$ cat src/rtl/sf2000_pkg.sv
// Shared types and defaults for the accelerator's bus-arbitration logic.
// The output decode lives here so every consumer agrees on what each state drives.
package sf2000_pkg;

  localparam int ARB_SYNC_STAGES   = 2;
  localparam int ARB_GRANT_TIMEOUT = 32;
  localparam int ARB_HOLDOFF       = 2;

  typedef enum logic [2:0] {
    ARB_IDLE    = 3'd0,
    ARB_REQ     = 3'd1,
    ARB_GRANT   = 3'd2,
    ARB_DMA     = 3'd3,
    ARB_RELEASE = 3'd4
  } arb_state_t;

  typedef struct packed {
    logic br_n;
    logic bgack_n;
    logic bg_drv;
    logic off_bus;
  } arb_out_t;

  localparam arb_out_t ARB_OUT_RESET = '{br_n: 1'b1, bgack_n: 1'b1, bg_drv: 1'b0, off_bus: 1'b0};

  // Output levels for the state about to be entered. as_cpu is the synchronised
  // CPU address strobe, used to mark the local bus free once the CPU cycle ends.
  function automatic arb_out_t arb_decode(input arb_state_t s, input logic as_cpu);
    arb_out_t o;
    o = ARB_OUT_RESET;
    case (s)
      ARB_REQ: o.br_n = 1'b0;
      ARB_GRANT: begin
        o.br_n    = 1'b0;
        o.bg_drv  = 1'b1;
        o.off_bus = as_cpu;
      end
      ARB_DMA, ARB_RELEASE: begin
        o.bgack_n = 1'b0;
        o.off_bus = 1'b1;
      end
      default: o = ARB_OUT_RESET;
    endcase
    return o;
  endfunction

endpackage

$ cat src/rtl/sync_bit.sv
// Multi-flop synchroniser for one asynchronous, active-low signal.
// Every stage resets to 1 so a synchronised input reads negated out of reset.
module sync_bit #(
  parameter int STAGES = 2
) (
  input  logic clk,
  input  logic rst,
  input  logic d,
  output logic q
);

  logic [STAGES-1:0] ff;

  always_ff @(posedge clk) begin
    if (rst) ff <= '1;
    else     ff <= {ff[STAGES-2:0], d};
  end

  assign q = ff[STAGES-1];

endmodule

$ cat src/rtl/bus_arbiter.sv
// Relays motherboard DMA bus requests to the local 68SEC000 and back.
// Runs on C7M; all pins are synchronised first and outputs are registered.
module bus_arbiter
  import sf2000_pkg::*;
#(
  parameter int SYNC_STAGES   = ARB_SYNC_STAGES,
  parameter int GRANT_TIMEOUT = ARB_GRANT_TIMEOUT,
  parameter int HOLDOFF       = ARB_HOLDOFF
) (
  input  logic       C7M,
  input  logic       RESET,
  input  logic       BR_MB_n,
  input  logic       BGACK_n,
  input  logic       AS_CPU_n,
  input  logic       AS_MB_n,
  input  logic       BG_68SEC000_n,
  output logic       BR_68SEC000_n,
  output logic       BGACK_68SEC000_n,
  output logic       BG_MB_DRV,
  output logic       CPU_OFF_BUS,
  output logic [2:0] ARB_STATE
);

  localparam int CNT_MAX = (GRANT_TIMEOUT > HOLDOFF) ? GRANT_TIMEOUT : HOLDOFF;
  localparam int CW      = $clog2(CNT_MAX + 1);

  localparam logic [CW-1:0] TO_LAST = CW'(GRANT_TIMEOUT - 1);
  localparam logic [CW-1:0] HO_DONE = CW'((HOLDOFF > 0) ? HOLDOFF - 1 : 0);
  localparam logic [CW-1:0] CNT_SAT = CW'(CNT_MAX);

  logic [4:0] raw, syn;
  logic       br_s, bgack_s, as_cpu_s, as_mb_s, bg_cpu_s;

  assign raw = {BR_MB_n, BGACK_n, AS_CPU_n, AS_MB_n, BG_68SEC000_n};

  for (genvar i = 0; i < 5; i++) begin : g_sync
    sync_bit #(.STAGES(SYNC_STAGES)) u_sync (
      .clk (C7M),
      .rst (RESET),
      .d   (raw[i]),
      .q   (syn[i])
    );
  end

  assign {br_s, bgack_s, as_cpu_s, as_mb_s, bg_cpu_s} = syn;

  arb_state_t      state, nxt;
  logic [CW-1:0]   cnt, cnt_nxt, cnt_inc;
  arb_out_t        outs;

  assign cnt_inc = (cnt == CNT_SAT) ? cnt : cnt + 1'b1;

  always_comb begin
    nxt     = state;
    cnt_nxt = cnt;
    case (state)
      ARB_IDLE: begin
        cnt_nxt = '0;
        // A low BGACK_n means some other master still owns the bus.
        if (!br_s && bgack_s) nxt = ARB_REQ;
      end
      ARB_REQ: begin
        cnt_nxt = '0;
        if (br_s)           nxt = ARB_IDLE;
        else if (!bg_cpu_s) nxt = ARB_GRANT;
      end
      ARB_GRANT: begin
        if (!bgack_s && as_cpu_s) begin
          nxt     = ARB_DMA;
          cnt_nxt = '0;
        end else if (br_s && bgack_s) begin
          // Requester vanished without acknowledging: give up after the timeout.
          if (cnt >= TO_LAST) begin
            nxt     = ARB_IDLE;
            cnt_nxt = '0;
          end else begin
            cnt_nxt = cnt_inc;
          end
        end else begin
          cnt_nxt = '0;
        end
      end
      ARB_DMA: begin
        cnt_nxt = '0;
        if (bgack_s) nxt = ARB_RELEASE;
      end
      ARB_RELEASE: begin
        if (cnt >= HO_DONE) begin
          if (as_mb_s) begin
            nxt     = ARB_IDLE;
            cnt_nxt = '0;
          end
        end else begin
          cnt_nxt = cnt_inc;
        end
      end
      default: begin
        nxt     = ARB_IDLE;
        cnt_nxt = '0;
      end
    endcase
  end

  always_ff @(posedge C7M) begin
    if (RESET) begin
      state <= ARB_IDLE;
      cnt   <= '0;
      outs  <= ARB_OUT_RESET;
    end else begin
      state <= nxt;
      cnt   <= cnt_nxt;
      outs  <= arb_decode(nxt, as_cpu_s);
    end
  end

  assign BR_68SEC000_n    = outs.br_n;
  assign BGACK_68SEC000_n = outs.bgack_n;
  assign BG_MB_DRV        = outs.bg_drv;
  assign CPU_OFF_BUS      = outs.off_bus;
  assign ARB_STATE        = state;

endmodule

$ cat config.mk
export PLATFORM = sky130hd
export DESIGN_NAME = bus_arbiter
export DESIGN_NICKNAME = d
export VERILOG_FILES = /design/src/rtl/sf2000_pkg.sv /design/src/rtl/sync_bit.sv /design/src/rtl/bus_arbiter.sv
export SDC_FILE = /design/constraint.sdc
export NUM_CORES = 1
export LEC_CHECK = 0
export ABC_CLOCK_PERIOD_IN_PS = 2400
export BUFFER_PORTS_ARGS = -buffer_cell sky130_fd_sc_hd__buf_2
export CAP_MARGIN = 20
export CORE_ASPECT_RATIO = 1.4
export CORE_MARGIN = 3
export CORE_UTILIZATION = 48
export DETAILED_ROUTE_END_ITERATION = 7
export MAX_ROUTING_LAYER = met4
export PLACE_DENSITY = 0.72
export SETUP_SLACK_MARGIN = 0.1
export SLEW_MARGIN = 20
export SYNTH_ARGS = -nofsm -noshare
export SYNTH_HDL_FRONTEND = slang
export SYNTH_HIERARCHICAL = 1
export SYNTH_SLANG_ARGS = --single-unit
$ cat constraint.sdc
create_clock -name C7M -period 2.4 [get_ports C7M]
set_clock_uncertainty 0.15 [all_clocks]
set_input_delay 0.36 -clock C7M [delete_from_list [all_inputs] [get_ports C7M]]
set_output_delay 0.36 -clock C7M [all_outputs]
set_load 0.005 [all_outputs]
* After elaboration in Yosys (flattened, before gate mapping)
Index checks and enable logic that the tools add are counted.
** Cells by class
- Add/subtract/negate cells :: 1
- Magnitude comparators :: 2
- Equal/unequal tests :: 10
- Mux-type cells :: 21
- Reductions and logical operators :: 8
** Operators by type and width (count)
- $mux W6 :: 6
- $mux W3 :: 9
- $pmux W3 S5 :: 1
- $eq A3 B2 Y1 const B :: 4
- $pmux W6 S2 :: 1
- $add A6 B1 Y6 const B :: 1
- $eq A3 B1 Y1 const B :: 2
- $eq A3 B3 Y1 const B :: 2
- $eq A6 B6 Y1 const B :: 1
- $ge A6 B1 Y1 const B :: 1
- $ge A6 B5 Y1 const B :: 1
- $reduce_or A2 Y1 :: 2
- $logic_and A1 B1 Y1 :: 3
- $logic_not A3 Y1 :: 1
- $mux W1 :: 3
- $ne A3 B2 Y1 const B :: 1
- $logic_not A1 Y1 :: 2
- $pmux W1 S2 :: 1
** Word-level totals
- Flip-flop bits (word level) :: 23
- Input port bits :: 7
- Output and inout port bits :: 7
- Word-level logic and storage cells :: 53

* Longest topological paths before layout
- Depth in word-level cells :: 8
- Mapped depth :: 7
- Gate-level depth less buffers :: 6

* By module
The synthesis kept the hierarchy.
** Modules (own cells, without submodules)
- bus_arbiter :: instances 1, cells each 78, area an instance 698.2 sq um, seq. area each 260.2 sq um
- sync_bit :: instances 5, cells each 4, area an instance 52.6 sq um, seq. area each 40.0 sq um

* Worst setup path before layout
No wires, ideal clock.
- Path kind :: reg2reg
- From :: register cnt[0]
- To :: register cnt[2]
- Library setup time :: 0.079 ns
- Arrival :: 1.990 ns
- Data required time :: 2.171 ns
- Slack :: 0.181 ns
- Cell stages (with the launch flop) :: 8
- Clock period less this slack :: 2.219 ns
- Cell sequence :: dfxtp_1 > inv_1 > ha_1 > or4b_4 > o211a_1 > buf_6 > or4_1 > a211oi_2
** On the way
- Word-level cells in the longest chain between the ends :: 6
** RTL lines
- start: declaration :: line bus_arbiter.sv:48 : logic [CW-1:0] cnt, cnt_nxt, cnt_inc;
- start signal: assignment :: line bus_arbiter.sv:111 : cnt <= cnt_nxt;
- $add A6 B1 Y6 / $eq A6 B6 Y1 (equally long branches) :: line bus_arbiter.sv:51 : assign cnt_inc = (cnt == CNT_SAT) ? cnt : cnt + 1'b1;
- $mux W6 :: line bus_arbiter.sv:51
- $mux W6 :: line bus_arbiter.sv:73 : if (cnt >= TO_LAST) begin
- $mux W6 :: line bus_arbiter.sv:71 : end else if (br_s && bgack_s) begin
- $mux W6 :: line bus_arbiter.sv:68 : if (!bgack_s && as_cpu_s) begin
- $pmux W6 S2 :: line bus_arbiter.sv:56 : case (state)
Parallel ways exist; a longest one is shown, timed or not.
A chain may end at the register's enable or synchronous reset.

* Final worst setup path
- From :: register cnt[1]
- To :: register cnt[5]
Same word-level chain as after synthesis.

==> key figures <==
Status
  – Status: finished, final reports clean

Floorplan
  – Die Height: 58.9 um
  – Initial Util: 52.7%
  – IO Pins: 14
  – FP Rows: 18
  – Core ar.: 1820 um2
  – Die area: 2580 um2
  – Die width: 43.8 um

Timing
  – Fin. max-slew vios: 0
  – FMAX: 446 MHz
  – Final period util: 93.4%
  – RSZ-0062 raised after global routing: no
  – Setup-failing EPs final: 0
  – Slew @ Worst Pin: 609 ps
  – Min Tclk post-route: 2240 ps
  – TNS Setup: 0 ps
  – Hold Fails Final Rpt: 0
  – Max_slew headroom: 59.4%
  – Hold WS: 73.6 ps

Placed design
  – IO Port Bufs: 13
  – Placed Area: 1040 um2
  – Routability cong.: 0.839
  – Hpwl dp: 1.26 mm
  – Cell Count Post-Placement: 130

Critical path
  – Worst Path Max Fanout: 5
  – WS Path Type: reg2reg
  – R2r startpoint: cnt[1]$_SDFFE_PP0P_
  – FF-to-FF setup slack: 160 ps
  – Worst path slowest cell: or4b_4
  – Reg2Reg Depth: 6
  – Setup crit end kind: flip-flop
  – Reg2reg end: cnt[5]$_SDFFE_PP0P_
  – CP max stage delay: 490 ps
  – Worst setup SP type: flip-flop
  – Critical-path cell list: inv_1, ha_1, or4b_4, o211a_4, or4_1, a211oi_2
  – WP data required: 2480 ps
  – CP arrival: 2320 ps

Clocking
  – TritonCTS clock tree: done
  – Clk_lat worst skew: 300 ps
  – Clk sinks: 23
  – Htree depth: 1
  – Clock Tree Root: clkbuf_4
  – CTS buffer count: 3
  – CTS clock-pin slew for the worst setup and hold paths: 120 ps
  – CTS Buffer Depth: 2

Yosys
  – Synthesized flop and latch total: 23
  – Syn Inst Count: 98
  – Ys Warns: 6
  – Register area share after synthesis: 47.9%
  – Distinct cells, synth: 37
  – Syn Nets: 108
  – Synthesized area: 961 um2
  – Avg Cell Area, Syn: 9.81 um2

Routing
  – Residual DRC: 0
  – DR WL/cell: 13.5 um
  – Drt total wl: 1.86 mm
  – Antenna Violating Nets Remaining: 0
  – Drt pass-1 iters: 4
  – Routed vias/inst: 5.61
  – Vias: 768
  – Drt initial violations: 13

Hold path
  – Min-delay src: BR_MB_n
  – Hold Path Class: in2reg
  – Hold Crit Depth: 2
  – Hold EP: g_sync[4].u_sync/ff[0]$_SDFF_PP1_

Final layout
  – Finished Core Util: 60.9%
  – Commonest non-fill, non-tap cell in the layout: dfxtp_1
  – Most frequent cells in the layout: dfxtp_1 (21), buf_2 (13), or2_1 (10), inv_1 (6)
  – Non-Filler Instances: 137
  – Layout cells sized above 1: 25.6%
  – Area grow syn2layout: 15.6%
  – Nets: 128
  – ANT cells: 0
  – Fin area: 1110 um2

Global route
  – Initial antenna violation count: 0
  – GRT overflow: 0
  – Vias in the first global route: 699
  – Largest net degree at the start of global routing: 23
  – Gr usage total: 15.0%
  – First-pass GRT wire length: 2.84 mm

Power
  – PD cells: 529 nW/um2
  – Maximum vdd drop: 0.403 mV
  – Pleak: 0.464 nW

Flow run
  – Max Cap Viol: 0
==> cells in the mapped netlist (all sizes together) <==
| cell | n | area, um2 |
|---|---|---|
| and3 | 1 | 6.26 |
| or4b | 1 | 13.8 |
| nor4 | 1 | 6.26 |
| or2 | 12 | 75.1 |
| and4b | 1 | 10.0 |
| a21o | 1 | 7.51 |
| mux2i | 2 | 20.0 |
| nor2 | 4 | 15.0 |
| nand2 | 3 | 11.3 |
| inv | 6 | 22.5 |
| o22ai | 1 | 6.26 |
| nand2b | 1 | 6.26 |
| o31ai | 1 | 7.51 |
| or3b | 2 | 17.5 |
| o2111ai | 1 | 8.76 |
| o2bb2ai | 1 | 8.76 |
| a21oi | 3 | 15.0 |
| buf | 1 | 11.3 |
| o21ai | 5 | 25.0 |
| or3 | 4 | 25.0 |
| o22a | 1 | 8.76 |
| ha | 3 | 37.5 |
| dfxtp | 23 | 460 |
| or4 | 2 | 15.0 |
| and4 | 1 | 8.76 |
| nor3 | 2 | 10.0 |
| nor3b | 1 | 7.51 |
| o211a | 1 | 10.0 |
| nand3 | 3 | 15.0 |
| clkbuf | 1 | 3.75 |
| and2 | 2 | 12.5 |
| a211oi | 5 | 42.5 |
| a311o | 1 | 10.0 |
==> area by class of cell <==
cell class / instances / area (um2)
Inverter: 6 / 22.5
Clock buffer: 3 / 22.5
Timing Repair Buffer: 16 / 87.6
Fill cell: 168 / 713
Clock inverter: 1 / 5.00
Sequential cell: 23 / 463
Tap cell: 20 / 25.0
Multi-Input combinational cell: 68 / 485
==> sequential cells by signal, summed over array words and instances, names as in the netlist <==
| register | flops |
|---|---|
| ARB_STATE | 3 |
| BG_MB_DRV | 1 |
| g_sync.u_sync/ff | 10 |
| BGACK_68SEC000_n | 1 |
| BR_68SEC000_n | 1 |
| CPU_OFF_BUS | 1 |
| cnt | 6 |
==> worst max-delay path by stage <==
stage / depth (start not counted) / slack (ps) / from / endpoint
final: 6 / 160 / cnt[1]$_SDFFE_PP0P_ / cnt[5]$_SDFFE_PP0P_
after global routing: 6 / 40 / cnt[1]$_SDFFE_PP0P_ / cnt[5]$_SDFFE_PP0P_
after CTS: 6 / 110 / cnt[1]$_SDFFE_PP0P_ / cnt[5]$_SDFFE_PP0P_
after detailed placement: 6 / 40 / cnt[0]$_SDFFE_PP0P_ / cnt[5]$_SDFFE_PP0P_
after global placement: 6 / 140 / cnt[0]$_SDFFE_PP0P_ / cnt[5]$_SDFFE_PP0P_
after floorplan: 7 / 180 / cnt[0]$_SDFFE_PP0P_ / cnt[2]$_SDFFE_PP0P_
==> timing repair <==
item                                    4_1_cts  5_1_grt
pin swaps                                     0        1
gates cloned                                  0        1
endpoints found under the setup margin        2        1
hold buffers                                  0        0
resized for setup                             4        1
buffers inserted                              0        2
==> report_power, final <==
part / switching [mW] / total, mW / internal [mW] / leakage, nW
logic: 0.0109 / 0.0208 / 0.00988 / 0.257
clock network: 0.110 / 0.172 / 0.0621 / 0.0177
registers: 0.00429 / 0.395 / 0.390 / 0.189
total: 0.125 / 0.588 / 0.462 / 0.464
==> stage by stage <==
step | power [mW] | setup slack (ps)
final | 0.588 | 159
after global routing | 0.620 | 39.1
after CTS | 0.595 | 107
after detailed placement | 0.424 | 42.7
after global placement | 0.423 | 143
after floorplan | 0.413 | 181
==> cells by family after synthesis <==
kind of cell    count (synthesis)  share of synthesized area, %
fa+ha+maj                       3                          3.91
buf+inv                         8                          3.91
mux                             2                          2.08
simple gates                   41                          26.6
flops                          23                          47.9
compound gates                 21                          15.6
==> routing by layer <==
metal	share of wire [%]	vias to the layer above	wire [um]	GRT usage (%)
li1	-	391	-	-
met5	0	-	0	-
met4	0.75	0	14	10.3
met2	52	12	967	25.4
met1	43	363	807	15.7
met3	3.5	2	65	1.83
==> critical path: cells and delay by family, from the launching register on <==
kind | cells | cell delay [ps]
flops | 1 | 360
compound gates | 2 | 490
fa+ha+maj | 1 | 130
buf+inv | 1 | 80
simple gates | 2 | 970
No activity file was read; power rests on OpenSTA's default activity.
